--- src/rtl/link_stack.sv ---
// -----------------------------------------------------------------------------
// link_stack
//   Parametrised call/return and data stack that replaces the single LNK
//   register. CALL pushes the return address pc_in+1 and PUSH pushes data_in.
//   RET and POP both pop into the registered pop_data output, which is flagged
//   by a one-cycle pop_vld pulse. Overflow and underflow are reported through
//   sticky flags instead of corrupting the stack.
//
// Parameters
//   DW     data / PC width in bits
//   DEPTH  number of entries (>= 2, power of two)
//
// Ports
//   clk       rising-edge clock
//   rst       asynchronous reset, active-low
//   call      push return address pc_in+1 (highest priority)
//   ret       pop to pop_data
//   push      push data_in
//   pop       pop to pop_data (lowest priority)
//   pc_in     current PC
//   data_in   PUSH operand
//   clr_err   clear sticky ovf/unf
//   pop_data  registered popped value
//   pop_vld   one-cycle pulse, pop_data was updated by RET/POP
//   LNK       current top of stack, 0 when empty
//   count     entries in use, 0..DEPTH
//   full      count == DEPTH
//   empty     count == 0
//   ovf       sticky: CALL/PUSH issued while full
//   unf       sticky: RET/POP issued while empty
//
// Configuration macro
//   LINK_STACK_CIRCULAR_EN  when defined, CALL/PUSH on a full stack overwrites
//                           the oldest entry (ring buffer) while still setting
//                           ovf; when undefined the write is refused.
// -----------------------------------------------------------------------------
module link_stack #(
    parameter int DW    = 8,
    parameter int DEPTH = 8
) (
    input  logic                       clk,
    input  logic                       rst,
    input  logic                       call,
    input  logic                       ret,
    input  logic                       push,
    input  logic                       pop,
    input  logic [DW-1:0]              pc_in,
    input  logic [DW-1:0]              data_in,
    input  logic                       clr_err,
    output logic [DW-1:0]              pop_data,
    output logic                       pop_vld,
    output logic [DW-1:0]              LNK,
    output logic [$clog2(DEPTH):0]     count,
    output logic                       full,
    output logic                       empty,
    output logic                       ovf,
    output logic                       unf
);

    localparam int AW = $clog2(DEPTH);
    localparam logic [AW:0] FULL_CNT = (AW + 1)'(DEPTH);

    logic [DW-1:0] mem [DEPTH];

    // wr_ptr is the slot the next push lands in; the top of stack sits one
    // below it. Keeping it separate from count lets the ring-buffer build
    // keep advancing past the oldest entry while count saturates at DEPTH.
    logic [AW-1:0] wr_ptr;
    logic [AW-1:0] top_ptr;

    logic          do_push;
    logic          do_pop;
    logic          push_ok;
    logic          pop_ok;
    logic          new_ovf;
    logic          new_unf;
    logic [DW-1:0] push_val;

    assign top_ptr = wr_ptr - AW'(1);

    assign full  = (count == FULL_CNT);
    assign empty = (count == '0);
    assign LNK   = empty ? '0 : mem[top_ptr];

    // Only one operation per cycle: call > ret > push > pop. A lower request
    // in the same cycle as a higher one is simply dropped.
    assign do_push  = call | (~ret & push);
    assign do_pop   = ~call & (ret | (~push & pop));
    assign push_val = call ? (pc_in + DW'(1)) : data_in;

`ifdef LINK_STACK_CIRCULAR_EN
    assign push_ok = do_push;
`else
    assign push_ok = do_push & ~full;
`endif
    assign pop_ok  = do_pop & ~empty;
    assign new_ovf = do_push & full;
    assign new_unf = do_pop & empty;

    // Storage has no reset: contents are meaningless until pushed.
    always_ff @(posedge clk) begin
        if (push_ok) begin
            mem[wr_ptr] <= push_val;
        end
    end

    // Pointer, occupancy, pop output and sticky error flags.
    always_ff @(posedge clk or negedge rst) begin
        if (!rst) begin
            wr_ptr   <= '0;
            count    <= '0;
            pop_data <= '0;
            pop_vld  <= 1'b0;
            ovf      <= 1'b0;
            unf      <= 1'b0;
        end else begin
            pop_vld <= pop_ok;
            if (push_ok) begin
                wr_ptr <= wr_ptr + AW'(1);
                if (!full) begin
                    count <= count + (AW + 1)'(1);
                end
            end else if (pop_ok) begin
                wr_ptr   <= top_ptr;
                count    <= count - (AW + 1)'(1);
                pop_data <= mem[top_ptr];
            end
            // A fresh error in the clearing cycle keeps the flag set.
            ovf <= (ovf & ~clr_err) | new_ovf;
            unf <= (unf & ~clr_err) | new_unf;
        end
    end

endmodule

--- config.mk ---
export PLATFORM = sky130hd
export DESIGN_NAME = link_stack
export DESIGN_NICKNAME = d
export VERILOG_FILES = /design/src/rtl/link_stack.sv
export SDC_FILE = /design/constraint.sdc
export NUM_CORES = 1
export LEC_CHECK = 0
export CAP_MARGIN = 20
export CORE_ASPECT_RATIO = 0.9
export CORE_MARGIN = 4
export CORE_UTILIZATION = 54
export DETAILED_ROUTE_END_ITERATION = 10
export PLACE_DENSITY = 0.79
export SYNTH_ARGS = -nofsm -noshare
export SYNTH_HDL_FRONTEND = slang
export SYNTH_SLANG_ARGS = --single-unit
--- constraint.sdc ---
create_clock -name clk -period 3.15 [get_ports clk]
set_input_delay 0.63 -clock clk [delete_from_list [all_inputs] [get_ports clk]]
set_output_delay 0.63 -clock clk [all_outputs]
set_load 0.05 [all_outputs]
======== After elaboration in Yosys (flattened, before gate mapping) ========
Memories as Yosys holds them, arrays and structs flattened.
Cells that the tools add are included.
storage, ports and cells
  register bits ........................... 18
  bits in writable memories ............... 64
  logic and storage cells ................. 47
  memories kept ........................... 1
operators by class
  add/sub/neg operators ................... 5
  equality and inequality tests ........... 2
  muxes and demuxes ....................... 9
  bitwise logic cells ..................... 20
  reduce and logical (&&, ||, !) cells .... 4
memories
  name  depth  bits a word  read ports  clocked after Yosys merged registers in  write ports  RTL line  text
  mem   8      8            1           0                                        1            63        logic [DW-1:0] mem [DEPTH];
operators with widths
  operator                                           number
  2-to-1 mux 8 bit                                   2
  2-to-1 mux 4 bit                                   3
  AND 1 bit                                          9
  adder 8 x 1 -> 8 bit (second input constant)       1
  NOT 1 bit                                          7
  2-to-1 mux 3 bit                                   2
  adder 4 x 1 -> 4 bit (second input constant)       1
  == test 4 bit (second input constant)              1
  logical NOT 4 bit                                  1
  bitwise OR 1 bit                                   4
  AND reduction 2 bit                                2
  subtractor 4 x 1 -> 4 bit (second input constant)  1
  adder 3 x 1 -> 3 bit (second input constant)       1
  subtractor 3 x 1 -> 3 bit (second input constant)  1
  2-to-1 mux 1 bit                                   2
  != test 2 bit (second input constant)              1
  nonzero test 2 bit                                 1

======== Longest topological paths before layout ========
  depth after elaboration ................. 7
  gate-level depth with buffers ........... 10
  gate-level depth less buffers ........... 9

======== Least setup slack after synthesis ========
OpenSTA, ideal clock, no wires.
  kind .................................... register -> output
  start ................................... register wr_ptr[0]
  end ..................................... output port LNK[6]
  data arrival time ....................... 2.541 ns
  path slack .............................. -0.021 ns
  cell stages (with the launch flop) ...... 9
  cell sequence ........................... dfrtp_1 buf_2 inv_1 ha_1 clkbuf_2 clkbuf_1 mux4_2 mux2i_1 nor2_1
on the way
  word-level cells in the longest chain between the ends .. 3
ends and longest elaborated chain
  what                       RTL line  text
  start: declaration         68        logic [AW-1:0] wr_ptr;
  start signal: assignment   119       wr_ptr <= wr_ptr + AW'(1);
  start signal: assignment   124       wr_ptr <= top_ptr;
  subtractor 3 x 1 -> 3 bit  79        assign top_ptr = wr_ptr - AW'(1);
  memory (8 x 8 bit)         --
  2-to-1 mux 8 bit           83        assign LNK = empty ? '0 : mem[top_ptr];
  end: declaration           52        output logic [DW-1:0] LNK,
No other way between the ends.

======== Worst setup path after layout ========
  start ................................... register wr_ptr[1]
  end ..................................... output port LNK[6]
Same word-level chain as after synthesis.

==> metrics.md <==
| Metric | Value |
|---|---|
| Cell row count | 27 |
| HPWL Detailed | 4990 µm |
| Filler cell count | 425 |
| Inserted Clock Buffers | 9 |
| Status | complete, no violations |
| Core area | 6250 µm² |
| Cell area after synthesis | 3560 µm² |
| IO Pins | 48 |
| Deepest clock path buffer count | 2 |
| Cell with the most instances after synthesis | edfxtp_1 |
| Post-synth ARST share | 22.0% |
| Prevailing post-synth register cell | edfxtp_1 |
| Antenna-violating nets left | 0 |
| Max-slew violations | 0 |
| Area leader, netlist | edfxtp_1 |
| Critical Path RT | 2.52 ns |
| TritonCTS clock tree | done |
| Fin Clk Skew | 0.00817 ns |
| Yosys cell types | 40 |
| Inst Count DP | 369 |
| Setup repair bufs after CTS | 0 |
| Clock slew at reported path FFs | 0.08 ns |
| Later-pin clock latency in the skew report | 0.35 ns |
| Vias in the first global route | 2177 |
| WS Path Type | register to output pin |
| Synth Instances | 229 |
| Final hold vios | 0 |
| Die Wd | 93.6 µm |
| Layout area overhead | 24.1% |
| CTS root buf | clkbuf_8 |
| Initial Util | 57.0% |
| Hold Buf Count CTS | 0 |
| Layout cells sized above 1 | 24.5% |
| Relative slew slack | 45.9% |
| Post-route DRC | 0 |
| Max frequency | 326 MHz |
| First-pass GRT wire length | 11300 µm |
| Top cell type's share of synthesized area | 53.9% |
| CP Capture Type | output pin |
| Initial drt markers | 164 |
| Die ar. | 7960 µm² |
| Wire per inst | 18.0 µm |
| Avg Synthesized Cell Area | 15.6 µm² |
| RSZ-0062 raised after global routing | false |
| H-tree levels | 3 |
| Post-synth net total | 257 |
| Largest net degree at the start of global routing | 23 |
| Commonest cells in the netlist | 64 x edfxtp_1, 26 x nor2_1, 18 x dfrtp_1, 16 x a21oi_1, 16 x mux4_2 |
| Sequential fraction of the synthesis area | 66.6% |
| Crit share post-route | 97.3% |
| Die extent in y | 85.1 µm |
| Post-synthesis register bit count | 82 |
| Final std cells w/o fill | 385 |
| CTS Sinks | 82 |
| Post-synth EDFFs | 64 |
| Port bufs | 47 |
| Reg2Reg Depth | 5 |
| Startpoint types | register |
| Gr ovfl total | 0 |
| Antenna cells | 0 |
| Fin Setup TNS | 0 ns |
| Yosys warning count | 0 |
| GRT Resource Usage Total | 19.1% |
| Nets | 321 |
| Hold depth | 1 |
| Footprint of the multi-input gates | 1110 µm² |
| Final setup fails | 0 |
| Via count | 2145 |
| Max-cap viol count | 0 |
| HP Class | register to register |
| Area contributors post-synth | edfxtp_1 54%, dfrtp_1 13%, mux4_2 10% |
| Register area | 2370 µm² |
| TritonRoute pass-1 iters | 4 |
| CTS resizes | 0 |
| Crit-path max FO | 18 |
| Least-Margin Pin Slew | 0.809 ns |
| Final worst path period need | 3.06 ns |
| Antenna violations before repair | 0 |
| Detailed-route wire length | 6930 µm |
| Worst Path Arrival | 2.43 ns |
| GPL Wtd Cong | 0.807 |
| Via-to-Cell Ratio | 5.57 |
## cell type report
cell class | instances | area share [%]
clock buffer | 9 | 2.80
clock inverter | 7 | 1.75
inverter | 8 | 0.679
multi-input combinational | 127 | 25.2
sequential | 82 | 53.7
tap | 87 | 2.46
timing repair buffer | 65 | 13.5
## worst paths after layout
check / from / endpoint / slack [ns]
max in group asynchronous: rst / pop_data[7]$_DFFE_PN0P_ / 1.91
setup reg to reg: count[0]$_DFFE_PN0P_ / mem[0][4]$_DFFE_PP_ / 1.02
hold / removal: ovf$_DFF_PN0_ / ovf$_DFF_PN0_ / 0.51
setup / recovery: wr_ptr[1]$_DFFE_PN0P_ / LNK[6] / 0.09
min in group asynchronous: rst / count[2]$_DFFE_PN0P_ / 0.74
hold reg to reg: ovf$_DFF_PN0_ / ovf$_DFF_PN0_ / 0.51
## sequential cells by signal (all words and copies together), names as in the netlist
name and flops:
unf 1, wr_ptr 3, pop_data 8, count 4, pop_vld 1, ovf 1, mem 64
## kinds of logic (layout without fill, tap and decap cells)
group,Yosys count,after routing,share of synthesized area [%]
buffers and inverters,20,89,2.70
AND/OR/NAND/NOR,53,53,7.41
AO/OA/AOI/OAI,31,31,5.30
multiplexers,26,26,13.1
XOR/XNOR,12,12,3.16
flip-flops,82,82,66.6
adder cells (fa/ha/maj),5,5,1.76
## worst max-delay path, stage by stage (launching register included)
cell and delay (ns):
dfrtp_1 0.48, inv_1 0.10, ha_1 0.29, buf_4 0.27, mux4_2 0.35, mux2i_1 0.33, nor2_2 0.06, buf_4 0.20
## routing by layer
layer	vias up	GRT usage [%]	routed length, µm
met1	1046	26.1	3080
li1	993	-	-
met2	90	29.5	3190
met5	-	0	0
met3	16	4.08	499
met4	0	9.32	154
## through the flow
stage	area (µm²)	setup slack (ns)	util, %	hold slack, ns
2_1_floorplan	3580	0.170	-	0.334
3_3_place_gp	4220	0.399	67.5	0.488
3_5_place_dp	4220	0.377	67.5	0.496
4_1_cts	4420	0.0865	70.7	0.515
5_1_grt	4420	0.00997	70.7	0.530
6_report	4420	0.0851	70.7	0.511
## placed cells by master (no fill, tap or decap), drive strengths merged, types with 4 or more instances in the layout
cell and count:
edfxtp 64, clkdlybuf4s50 38, buf 27, nor2 26, dfrtp 18, a21oi 17
mux4 16, inv 10, clkbuf 9, mux2i 8, nand2 7, xor2 7
xnor2 5, ha 5, nand2b 4, nand3 4, nor3 4, o21ai 4
Power is not shown: default switching activity piles up to over one toggle a cycle in this logic, so the estimate is an artifact.
